==> src/rtl/traffic_light_fsm_if.sv <==
// Signal bundle between the intersection controller and its environment:
// roll-counter tick and pedestrian button in, lamp drives and walk acknowledge out.
interface traffic_light_fsm_if;
    logic       tick;
    logic       ped_req;
    logic [2:0] ns_lamp;
    logic [2:0] ew_lamp;
    logic       walk;
    logic       ped_ack;

    modport master (
        output tick, ped_req,
        input  ns_lamp, ew_lamp, walk, ped_ack
    );

    modport slave (
        input  tick, ped_req,
        output ns_lamp, ew_lamp, walk, ped_ack
    );
endinterface

==> src/rtl/traffic_light_fsm.sv <==
// Two-way intersection phase sequencer: green, yellow, all-red, optional walk,
// paced by the upstream roll-counter tick. Lamps decode state and direction directly.
module traffic_light_fsm #(
    parameter int unsigned GREEN_TICKS  = 8,
    parameter int unsigned YELLOW_TICKS = 3,
    parameter int unsigned RED_TICKS    = 2,
    parameter int unsigned WALK_TICKS   = 4,
    parameter int unsigned TW           = 8
) (
    input logic                 clk,
    input logic                 reset_n,
    traffic_light_fsm_if.slave  bus
);

    typedef enum logic [1:0] {
        GREEN   = 2'd0,
        YELLOW  = 2'd1,
        ALL_RED = 2'd2,
        WALK    = 2'd3
    } state_t;

    localparam logic [2:0] LAMP_RED    = 3'b100;
    localparam logic [2:0] LAMP_YELLOW = 3'b010;
    localparam logic [2:0] LAMP_GREEN  = 3'b001;

    localparam logic [TW-1:0] G_LAST = TW'(GREEN_TICKS - 1);
    localparam logic [TW-1:0] Y_LAST = TW'(YELLOW_TICKS - 1);
    localparam logic [TW-1:0] R_LAST = TW'(RED_TICKS - 1);
    localparam logic [TW-1:0] W_LAST = TW'(WALK_TICKS - 1);

    state_t         r_state;
    logic           r_dir;
    logic [TW-1:0]  r_timer;
    logic           r_ped_pending;
    logic           r_ped_ack;

    state_t         w_state_nxt;
    logic           w_dir_nxt;
    logic [TW-1:0]  w_timer_nxt;
    logic           w_ped_nxt;
    logic           w_enter_walk;
    logic [TW-1:0]  w_last;
    logic           w_final;
    logic [2:0]     w_active_lamp;

    always_ff @(posedge clk or negedge reset_n) begin
        if (!reset_n) begin
            r_state       <= GREEN;
            r_dir         <= 1'b0;
            r_timer       <= '0;
            r_ped_pending <= 1'b0;
            r_ped_ack     <= 1'b0;
        end else begin
            r_state       <= w_state_nxt;
            r_dir         <= w_dir_nxt;
            r_timer       <= w_timer_nxt;
            r_ped_pending <= w_ped_nxt;
            r_ped_ack     <= w_enter_walk;
        end
    end

    always_comb begin
        w_state_nxt = r_state;
        w_dir_nxt   = r_dir;
        w_timer_nxt = r_timer;
        w_last      = G_LAST;

        case (r_state)
            GREEN:   w_last = G_LAST;
            YELLOW:  w_last = Y_LAST;
            ALL_RED: w_last = R_LAST;
            WALK:    w_last = W_LAST;
            default: w_last = G_LAST;
        endcase

        w_final = bus.tick && (r_timer == w_last);

        if (bus.tick) begin
            if (w_final) begin
                w_timer_nxt = '0;
                case (r_state)
                    GREEN:   w_state_nxt = YELLOW;
                    YELLOW:  w_state_nxt = ALL_RED;
                    ALL_RED: begin
                        // dir flips on every all-red exit; a walk phase keeps the flipped value
                        w_dir_nxt = ~r_dir;
                        w_state_nxt = r_ped_pending ? WALK : GREEN;
                    end
                    WALK:    w_state_nxt = GREEN;
                    default: w_state_nxt = GREEN;
                endcase
            end else begin
                w_timer_nxt = r_timer + 1'b1;
            end
        end

        w_enter_walk = (w_state_nxt == WALK) && (r_state != WALK);

        // Clearing on walk entry outranks a request landing on the same edge
        w_ped_nxt = r_ped_pending;
        if (w_enter_walk) begin
            w_ped_nxt = 1'b0;
        end else if (bus.ped_req && (r_state != WALK)) begin
            w_ped_nxt = 1'b1;
        end
    end

    always_comb begin
        w_active_lamp = LAMP_RED;
        bus.ns_lamp   = LAMP_RED;
        bus.ew_lamp   = LAMP_RED;
        bus.walk      = 1'b0;
        bus.ped_ack   = r_ped_ack;

        case (r_state)
            GREEN:   w_active_lamp = LAMP_GREEN;
            YELLOW:  w_active_lamp = LAMP_YELLOW;
            default: w_active_lamp = LAMP_RED;
        endcase

        if (r_dir) begin
            bus.ew_lamp = w_active_lamp;
        end else begin
            bus.ns_lamp = w_active_lamp;
        end

        bus.walk = (r_state == WALK);
    end

endmodule

==> src/flat_wrapper.sv <==
// flat-port wrapper written by rule: the top's interface ports become plain ports
module traffic_light_fsm_flat 
#(
    parameter int unsigned GREEN_TICKS  = 8,
    parameter int unsigned YELLOW_TICKS = 3,
    parameter int unsigned RED_TICKS    = 2,
    parameter int unsigned WALK_TICKS   = 4,
    parameter int unsigned TW           = 8
)
  (clk, reset_n, bus_tick, bus_ped_req, bus_ns_lamp, bus_ew_lamp, bus_walk, bus_ped_ack);
  traffic_light_fsm_if bus_i ();
  input logic clk;
  input logic reset_n;
  input wire logic [$bits(bus_i.tick)-1:0] bus_tick;
  input wire logic [$bits(bus_i.ped_req)-1:0] bus_ped_req;
  output wire logic [$bits(bus_i.ns_lamp)-1:0] bus_ns_lamp;
  output wire logic [$bits(bus_i.ew_lamp)-1:0] bus_ew_lamp;
  output wire logic [$bits(bus_i.walk)-1:0] bus_walk;
  output wire logic [$bits(bus_i.ped_ack)-1:0] bus_ped_ack;
  assign bus_i.tick = bus_tick;
  assign bus_i.ped_req = bus_ped_req;
  assign bus_ns_lamp = bus_i.ns_lamp;
  assign bus_ew_lamp = bus_i.ew_lamp;
  assign bus_walk = bus_i.walk;
  assign bus_ped_ack = bus_i.ped_ack;
  traffic_light_fsm #(.GREEN_TICKS(GREEN_TICKS), .YELLOW_TICKS(YELLOW_TICKS), .RED_TICKS(RED_TICKS), .WALK_TICKS(WALK_TICKS), .TW(TW)) u_core (.clk(clk), .reset_n(reset_n), .bus(bus_i));
endmodule
==> config.mk <==
export PLATFORM = sky130hd
export DESIGN_NAME = traffic_light_fsm_flat
export DESIGN_NICKNAME = d
export VERILOG_FILES = /design/src/rtl/traffic_light_fsm_if.sv /design/src/rtl/traffic_light_fsm.sv /design/src/flat_wrapper.sv
export SDC_FILE = /design/constraint.sdc
export NUM_CORES = 1
export LEC_CHECK = 0
export CORE_MARGIN = 5
export CORE_UTILIZATION = 50
export CTS_CLUSTER_SIZE = 14
export DETAILED_ROUTE_END_ITERATION = 8
export HOLD_SLACK_MARGIN = 0.12
export PLACE_DENSITY_LB_ADDON = 0.2
export SYNTH_ARGS = -nofsm -noshare
export SYNTH_HDL_FRONTEND = slang
export SYNTH_SLANG_ARGS = --single-unit
==> constraint.sdc <==
create_clock -name clk -period 2.1 [get_ports clk]
set_input_delay 0.315 -clock clk [delete_from_list [all_inputs] [get_ports clk]]
set_output_delay 0.315 -clock clk [all_outputs]
set_load 0.02 [all_outputs]
# After elaboration in Yosys (flattened, before gate mapping)

Index checks and enable logic that the tools add are counted.

Multiplexer cells: 11
Reductions and logical operators: 6
Equality and inequality tests: 6
Bitwise gates (word level): 1
Add/subtract/negate cells: 1

Operator list:

| cell                  | count |
|---|---|
| $pmux W8 S4           | 1 |
| $add A8 B1 Y8 const B | 1 |
| $eq A8 B8 Y1          | 1 |
| $mux W8               | 1 |
| $pmux W2 S4           | 1 |
| $eq A2 B2 Y1 const B  | 3 |
| $mux W2               | 3 |
| $mux W3               | 2 |
| $pmux W3 S2           | 1 |
| $logic_and A1 B1 Y1   | 3 |
| $reduce_and A3 Y1     | 1 |
| $eq A2 B1 Y1 const B  | 1 |
| $logic_not A2 Y1      | 1 |
| $mux W1               | 2 |
| $ne A2 B2 Y1 const B  | 1 |
| $reduce_bool A2 Y1    | 1 |
| $not A1 Y1            | 1 |

Output and inout port bits: 8
Input port bits: 4
Register bits after elaboration: 13
Word-level logic and storage cells: 30

# Logic depth before layout (Yosys ltp)

Gate-level depths: netlist (run 1).

Depth in word-level cells: 9
Depth in mapped cells: 5
Mapped depth without buffers: 4

# Worst setup path before layout (run 1)

Ideal clock, no wire load.

Path kind: register -> register
Start: register u_core.r_timer[3]
End: register u_core.r_dir
Data required time: 1.977 ns
Stages on the path, launching flop included: 5
Arrival time: 1.373 ns
Setup time: 0.123 ns
Buffers on the path: 0
Period minus slack after synthesis: 1.496 ns
Path slack: 0.604 ns
Path through: dfrtp_1 nor4_2 nand3b_2 or3_4 xnor2_2

Word-level cells in the longest chain between the ends: 3

RTL lines:

| item                               | RTL line                | source |
|---|---|---|
| from (decl)                        | traffic_light_fsm.sv:33 | `logic [TW-1:0] r_timer;` |
| from (signal assigned)             | traffic_light_fsm.sv:56 | `r_timer <= w_timer_nxt;` |
| $eq A8 B8 Y1                       | traffic_light_fsm.sv:76 | `w_final = bus.tick && (r_timer == w_last);` |
| $logic_and A1 B1 Y1                | traffic_light_fsm.sv:76 |  |
| $reduce_and A3 Y1 (no source line) | --                      |  |
| to (signal assigned)               | traffic_light_fsm.sv:55 | `r_dir <= w_dir_nxt;` |
| to (decl)                          | traffic_light_fsm.sv:32 | `logic r_dir;` |

Every way passes these cells.
A chain may end at the register's enable or synchronous reset.

# Final worst setup path (run 1)

Start: register u_core.r_state[1]
End: output bus_ew_lamp[1]

Word-level cells in the longest chain between the ends: 3
Elaborated cells on any way between the ends: 4
Those cells by class: 1 x eq/ne; 2 x mux; 1 x reduce/logical

RTL lines:

| item                                             | RTL line                 | source |
|---|---|---|
| from (decl)                                      | traffic_light_fsm.sv:31  | `state_t r_state;` |
| from (signal assigned)                           | traffic_light_fsm.sv:54  | `r_state <= w_state_nxt;` |
| $eq A2 B1 Y1 or $logic_not A2 Y1 (tied branches) | traffic_light_fsm.sv:115 | `case (r_state)` |
| $pmux W3 S2 (*)                                  | traffic_light_fsm.sv:115 |  |
| $mux W3 (*)                                      | traffic_light_fsm.sv:121 | `if (r_dir) begin` |
| to (decl)                                        | flat_wrapper.sv:17       | `output wire logic [$bits(bus_i.ew_lamp)-1:0] bus_ew_lamp;` |

Every way passes the cells marked *; elsewhere a longest branch is shown, timed or not.

==> results_dict.tcl, run 1 <==
set metrics [dict create \
    io_pins 12 \
    period_needed_ps 1987 \
    cts_buffers 3 \
    setup_viol 0 \
    tightest_slew_ps 584.5 \
    crit_arrival_ps 1670 \
    n_antenna_cell 0 \
    relSlewSlack_pct 60.91 \
    fin_nets 90 \
    coreArea_sq_um 1318 \
    worst_skew_pair.late_latency_ps 280 \
    required_ps 1780 \
    cts.htree.levels 1 \
    yosysUniqueCellTypes 27 \
    via_per_inst 5.475 \
    dp_slack_ps 295.3 \
    cp-end-kind "output pin" \
    ys_warn_count 0 \
    final_cell_mix "nor2_1, dfrtp_1, clkdlybuf4s50_1" \
    rrSetupSlack_ps 480 \
    grt_pass1_vias 508 \
    power_density_nw_per_um2 1367 \
    cts_buffer_depth 2 \
    path_clk_slew_ps 80 \
    drive_above_1_share_pct 15.48 \
    r2r_cells 4 \
    wire_per_inst_um 14.69 \
    dr.pass1.iters 4 \
    hold_class "in2async" \
    layout_setup_ws_ps 113.4 \
    peakVddDrop_mv 0.7178 \
    finalCritPeriodShare_pct 94.60 \
    intPower_mw 0.6715 \
    cts.sinks 13 \
    rr_startpoint "u_core.r_timer[3]$_DFFE_PN0P_" \
    antenna_found_initial 0 \
    cts_root_buffer "clkbuf_4" \
    tns_ps 0 \
    swShare_pct 43.29 \
    rsz0062_at_grt "false" \
    io_buffers 11 \
    yosysSeqAreaShare_pct 45.77 \
    clock_skew_ps 5.081 \
    max_clock_freq_ghz 0.5034 \
    clockPowerShare_pct 13.1 \
    power_frac_seq_pct 39.9 \
    drtIter0Drc 12 \
    path_class "reg2out" \
    vias 542 \
    pwr-share-comb_pct 47.0 \
    cts_tree "done" \
    path_max_fanout 9 \
    area_growth_pct 21.83 \
    hold_violations 0 \
    ys_seq_elements 13 \
    p_leak_nw 0.4243 \
    fp.dieArea_sq_um 2275 \
    ant_nets 0 \
    maxCapViolations 0 \
    syn_area_per_cell_sq_um 10.15 \
    postSynthCellCount 70 \
    ctsHoldBuffers 0 \
    grt_pass1_wl_mm 2.325 \
    maxSlewViolCount 0 \
    hpwl_mm 1.061 \
    grt_overflow 0 \
    p_sw_mw 0.5125 \
    row_count 13 \
    die_h_um 47.70 \
    die_x_um 47.70 \
    totalWireLength_mm 1.454 \
    synth_area_sq_um 710.7 \
    final_common_cell "nor2_1" \
    initial_utilization_pct 53.94 \
    r2r-end "u_core.r_dir$_DFFE_PN0P_" \
    gp_congestion 0.7613 \
    grt_usage_pct 14.75 \
    syn-num-nets 75 \
    cp-start-kind "register" \
    grt_max_degree 14 \
    drcViolationCount 0 \
    status "completed" \
]
==> synth_stat cells, drive strengths merged <==
library cell	instances	area, sq um
a221oi	1	8.760
nand2b	1	6.260
xor2	4	35.03
or2	2	12.52
and3	1	7.510
nand4	4	25.02
o21ai	1	5.000
and2	1	6.260
inv	3	11.26
or3	1	11.26
nand2	5	18.77
mux2i	2	20.02
ha	1	12.51
nor4	1	12.51
a32o	1	10.01
dfrtp	13	325.3
and4bb	1	12.51
nor2	15	56.30
o31ai	2	15.01
a21oi	1	5.000
nand3b	1	11.26
xnor2	4	42.55
buf	2	10.01
and3b	1	8.760
a22oi	1	21.27
==> critical path, cell delays in order (launching register included) <==
cell	delay, ps
dfrtp_1	470
nand2b_1	210
nor2_1	100
clkdlybuf4s50_1	610
==> per-layer routing <==
| layer | vias to the layer above | wire length, um | track usage [%] |
|---|---|---|---|
| met4 | 0 | 37 | 4.839 |
| met1 | 253 | 698 | 22.51 |
| met2 | 15 | 654 | 20.32 |
| met3 | 6 | 63 | 3.383 |
| met5 | - | 0 | 0 |
| li1 | 268 | - | - |
==> registers in the layout, summed over array words and instances, names as in the netlist <==
name                  flops
u_core.r_dir              1
u_core.r_state            2
u_core.r_timer            8
u_core.r_ped_pending      1
u_core.bus.ped_ack        1
==> repair_timing <==
item | in CTS | in global routing
buffers inserted | 0 | 0
endpoints found under the setup margin | 1 | 2
resized for setup | 1 | 2
==> cell families (layout without fill, tap and decap cells) <==
family / after synthesis / count (layout) / synth area share, %
buffers and inverters: 5 / 19 / 2.993
muxes: 2 / 2 / 2.817
adders and majority gates: 1 / 1 / 1.760
and+or+nand+nor: 34 / 34 / 26.59
xor gates and xnor gates: 8 / 8 / 10.92
DFF: 13 / 13 / 45.77
AOI/OAI and AO/OA: 7 / 7 / 9.153
==> power groups by stage <==
stage                     logic [mW]  clock network, mW  registers, mW
after CTS                      0.563              0.158          0.468
after global placement         0.553                  0          0.469
final                          0.556              0.155          0.472
after global routing           0.612              0.171          0.491
after detailed placement       0.564                  0          0.473
after floorplan                0.412                  0          0.423
==> worst max path at each step <==
| stage | start | slack [ps] | to | depth (start not counted) |
|---|---|---|---|---|
| 2_1_floorplan | u_core.r_timer[3]$_DFFE_PN0P_ | 600 | u_core.r_dir$_DFFE_PN0P_ | 4 |
| 3_3_place_gp | u_core.r_state[1]$_DFF_PN0_ | 330 | bus_ns_lamp[0] | 3 |
| 3_5_place_dp | u_core.r_state[1]$_DFF_PN0_ | 300 | bus_ns_lamp[1] | 3 |
| 4_1_cts | u_core.r_state[1]$_DFF_PN0_ | 10 | bus_ns_lamp[0] | 3 |
| 5_1_grt | u_core.r_state[1]$_DFF_PN0_ | 20 | bus_ew_lamp[0] | 3 |
| 6_report | u_core.r_state[1]$_DFF_PN0_ | 110 | bus_ew_lamp[1] | 3 |
==> area by class of cell <==
class | count | area (sq um)
fillers | 108 | 451.7
clock buffers | 4 | 26.28
multi-input cells | 52 | 364.1
repair buffers | 12 | 118.9
well taps | 15 | 18.77
flip-flops and latches | 13 | 326.6
inverters | 3 | 11.26
==> metrics by stage <==
step / std cells / power [mW] / utilization [%] / area [sq um] / hold WS, ps
2_1_floorplan: 70 / 0.8346 / - / 710.7 / 19.41
3_3_place_gp: 95 / 1.021 / 63.53 / 837.1 / 477.3
3_5_place_dp: 95 / 1.036 / 63.53 / 837.1 / 488.2
4_1_cts: 99 / 1.189 / 65.43 / 862.1 / 435.0
5_1_grt: 99 / 1.274 / 65.72 / 865.8 / 448.9
6_report: 99 / 1.184 / 65.72 / 865.8 / 403.2
Power figures use the tool's default switching activity.
==> run 2: changes to the inputs <==
--- a/config.mk
+++ b/config.mk
@@ -5,6 +5,7 @@
 export SDC_FILE = /design/constraint.sdc
 export NUM_CORES = 1
 export LEC_CHECK = 0
+export CAP_MARGIN = 20
 export CORE_MARGIN = 5
 export CORE_UTILIZATION = 50
 export CTS_CLUSTER_SIZE = 14
==> results of run 2 <==
The final DEF is identical to that of run 1; final timing and power are the same.
==> run 3: changes to the inputs <==
--- a/config.mk
+++ b/config.mk
@@ -11,6 +11,7 @@
 export CTS_CLUSTER_SIZE = 14
 export DETAILED_ROUTE_END_ITERATION = 8
 export HOLD_SLACK_MARGIN = 0.12
+export MAX_ROUTING_LAYER = met4
 export PLACE_DENSITY_LB_ADDON = 0.2
 export SYNTH_ARGS = -nofsm -noshare
 export SYNTH_HDL_FRONTEND = slang
==> run 3 against run 2 <==
  * Global-route usage up 0.47 points
  * Non-clock buffer count unchanged
  * Design area unchanged
  * Final cell count unchanged
  * Utilization unchanged
  * Clock skew about the same
  * Highest routed layer unchanged
==> results_dict.tcl, run 3 (synthesized netlist as in run 1, its figures left out) <==
set metrics [dict create \
    grt_overflow 0 \
    final_cell_mix "nor2_1, dfrtp_1, clkdlybuf4s50_1" \
    relSlewSlack_pct 60.79 \
    cts_root_buffer "clkbuf_4" \
    initial_utilization_pct 53.94 \
    n_fill_cell 108 \
    cts_buffer_depth 2 \
    required_ps 1780 \
    totalWireLength_mm 1.449 \
    grt_pass1_wl_mm 2.325 \
    io_pins 12 \
    max_clock_freq_ghz 0.5042 \
    gp_congestion 0.7713 \
    hold_violations 0 \
    ant_nets 0 \
    die_h_um 47.70 \
    ctsHoldBuffers 0 \
    drive_above_1_share_pct 15.48 \
    slowest_delay_ps 610 \
    fin_nets 90 \
    period_needed_ps 1983 \
    r2r_cells 4 \
    clockPowerShare_pct 13.0 \
    n_antenna_cell 0 \
    cp-end-kind "output pin" \
    hpwl_mm 1.061 \
    drcViolationCount 0 \
    multi_input_comb_area_sq_um 364.1 \
    power_frac_seq_pct 40.1 \
    critPathSlowestCell "clkdlybuf4s50_1" \
    tightest_slew_ps 586.3 \
    status "completed" \
    maxSlewViolCount 0 \
    regMostFlops "u_core.r_timer" \
    pwr-share-comb_pct 46.9 \
    maxCapViolations 0 \
    fp.dieArea_sq_um 2275 \
    vias 540 \
    cts.htree.levels 1 \
    path_class "reg2out" \
    area_growth_pct 21.83 \
    via_per_inst 5.455 \
    intPower_mw 0.6713 \
    critical_path_buf_inv_count 1 \
    rr_startpoint "u_core.r_timer[3]$_DFFE_PN0P_" \
    r2r-end "u_core.r_dir$_DFFE_PN0P_" \
    finalCritPeriodShare_pct 94.44 \
    coreArea_sq_um 1318 \
    dp_slack_ps 295.3 \
    layout_setup_ws_ps 116.7 \
    clock_skew_ps 4.797 \
    rrSetupSlack_ps 480 \
    path_max_fanout 9 \
    crit_arrival_ps 1670 \
    p_sw_mw 0.5112 \
    swShare_pct 43.23 \
    antenna_found_initial 0 \
    cp-start-kind "register" \
    rsz0062_at_grt "false" \
    setup_viol 0 \
    drtIter0Drc 12 \
    tns_ps 0 \
    path_cells "nand2b_1, nor2_1, clkdlybuf4s50_1" \
    seq_area_sq_um 326.6 \
    hold_class "in2async" \
    cts_tree "done" \
    grt_usage_pct 15.21 \
    grt_pass1_vias 507 \
    path_clk_slew_ps 80 \
    final_common_cell "nor2_1" \
    largest_registers "u_core.r_timer x8, u_core.r_state x2" \
    largest_reg_flops 8 \
    peakVddDrop_mv 0.7119 \
    die_x_um 47.70 \
    cpLargestDelayFamily "buffers and inverters" \
    cts.sinks 13 \
    dr.pass1.iters 4 \
    crit_path_start "u_core.r_state[1]$_DFF_PN0_" \
    cts_buffers 3 \
    row_count 13 \
    fin_hold_ws_ps 406.7 \
    wire_per_inst_um 14.64 \
    io_buffers 11 \
    p_leak_nw 0.4243 \
    grt_max_degree 14 \
    power_density_nw_per_um2 1366 \
    worst_skew_pair.late_latency_ps 280 \
]
[run 3: how the worst max path moves through the flow]
stage | cells past startpoint | to
6_report | 3 | bus_ew_lamp[1]
4_1_cts | 3 | bus_ns_lamp[0]
2_1_floorplan | 4 | u_core.r_dir$_DFFE_PN0P_
5_1_grt | 3 | bus_ew_lamp[0]
3_5_place_dp | 3 | bus_ns_lamp[1]
3_3_place_gp | 3 | bus_ns_lamp[0]
[run 3: final cells by class]
class,count,area share (%)
Inverter,3,1.301
Timing Repair Buffer,12,13.73
Tap cell,15,2.168
Clock buffer,4,3.035
Multi-Input combinational cell,52,42.05
Sequential cell,13,37.72
[run 3: power groups by stage]
stage	Sequential (mW)	Clock [mW]	Combinational [mW]
after floorplan	0.423	0	0.412
after global placement	0.469	0	0.553
after detailed placement	0.473	0	0.564
after CTS	0.468	0.158	0.563
after global routing	0.491	0.171	0.612
final	0.474	0.154	0.555
[run 3: through the flow]
step | utilization (%) | cells | instance area (sq um) | power, mW
after floorplan | - | 70 | 710.7 | 0.8346
after global placement | 63.53 | 95 | 837.1 | 1.021
after detailed placement | 63.53 | 95 | 837.1 | 1.036
after CTS | 65.43 | 99 | 862.1 | 1.189
after global routing | 65.72 | 99 | 865.8 | 1.274
final | 65.72 | 99 | 865.8 | 1.182
[run 3: worst register-to-register path, cell delays in order (launching register included)]
cell,delay [ps]
dfrtp_1,440
nor4_2,320
nand3b_2,190
or3_4,430
xnor2_2,140
[run 3: what timing repair did]
action	CTS	global route
resized for setup	1	2
setup endpoints to repair	1	2
pin swaps	0	0
buffers inserted	0	0
[run 3: per-layer routing]
metal / track usage (%) / share of wire, %
met1: 22.51 / 49
met2: 20.32 / 45
met3: 3.383 / 3.8
met4: 4.839 / 1.4
met5: - / 0
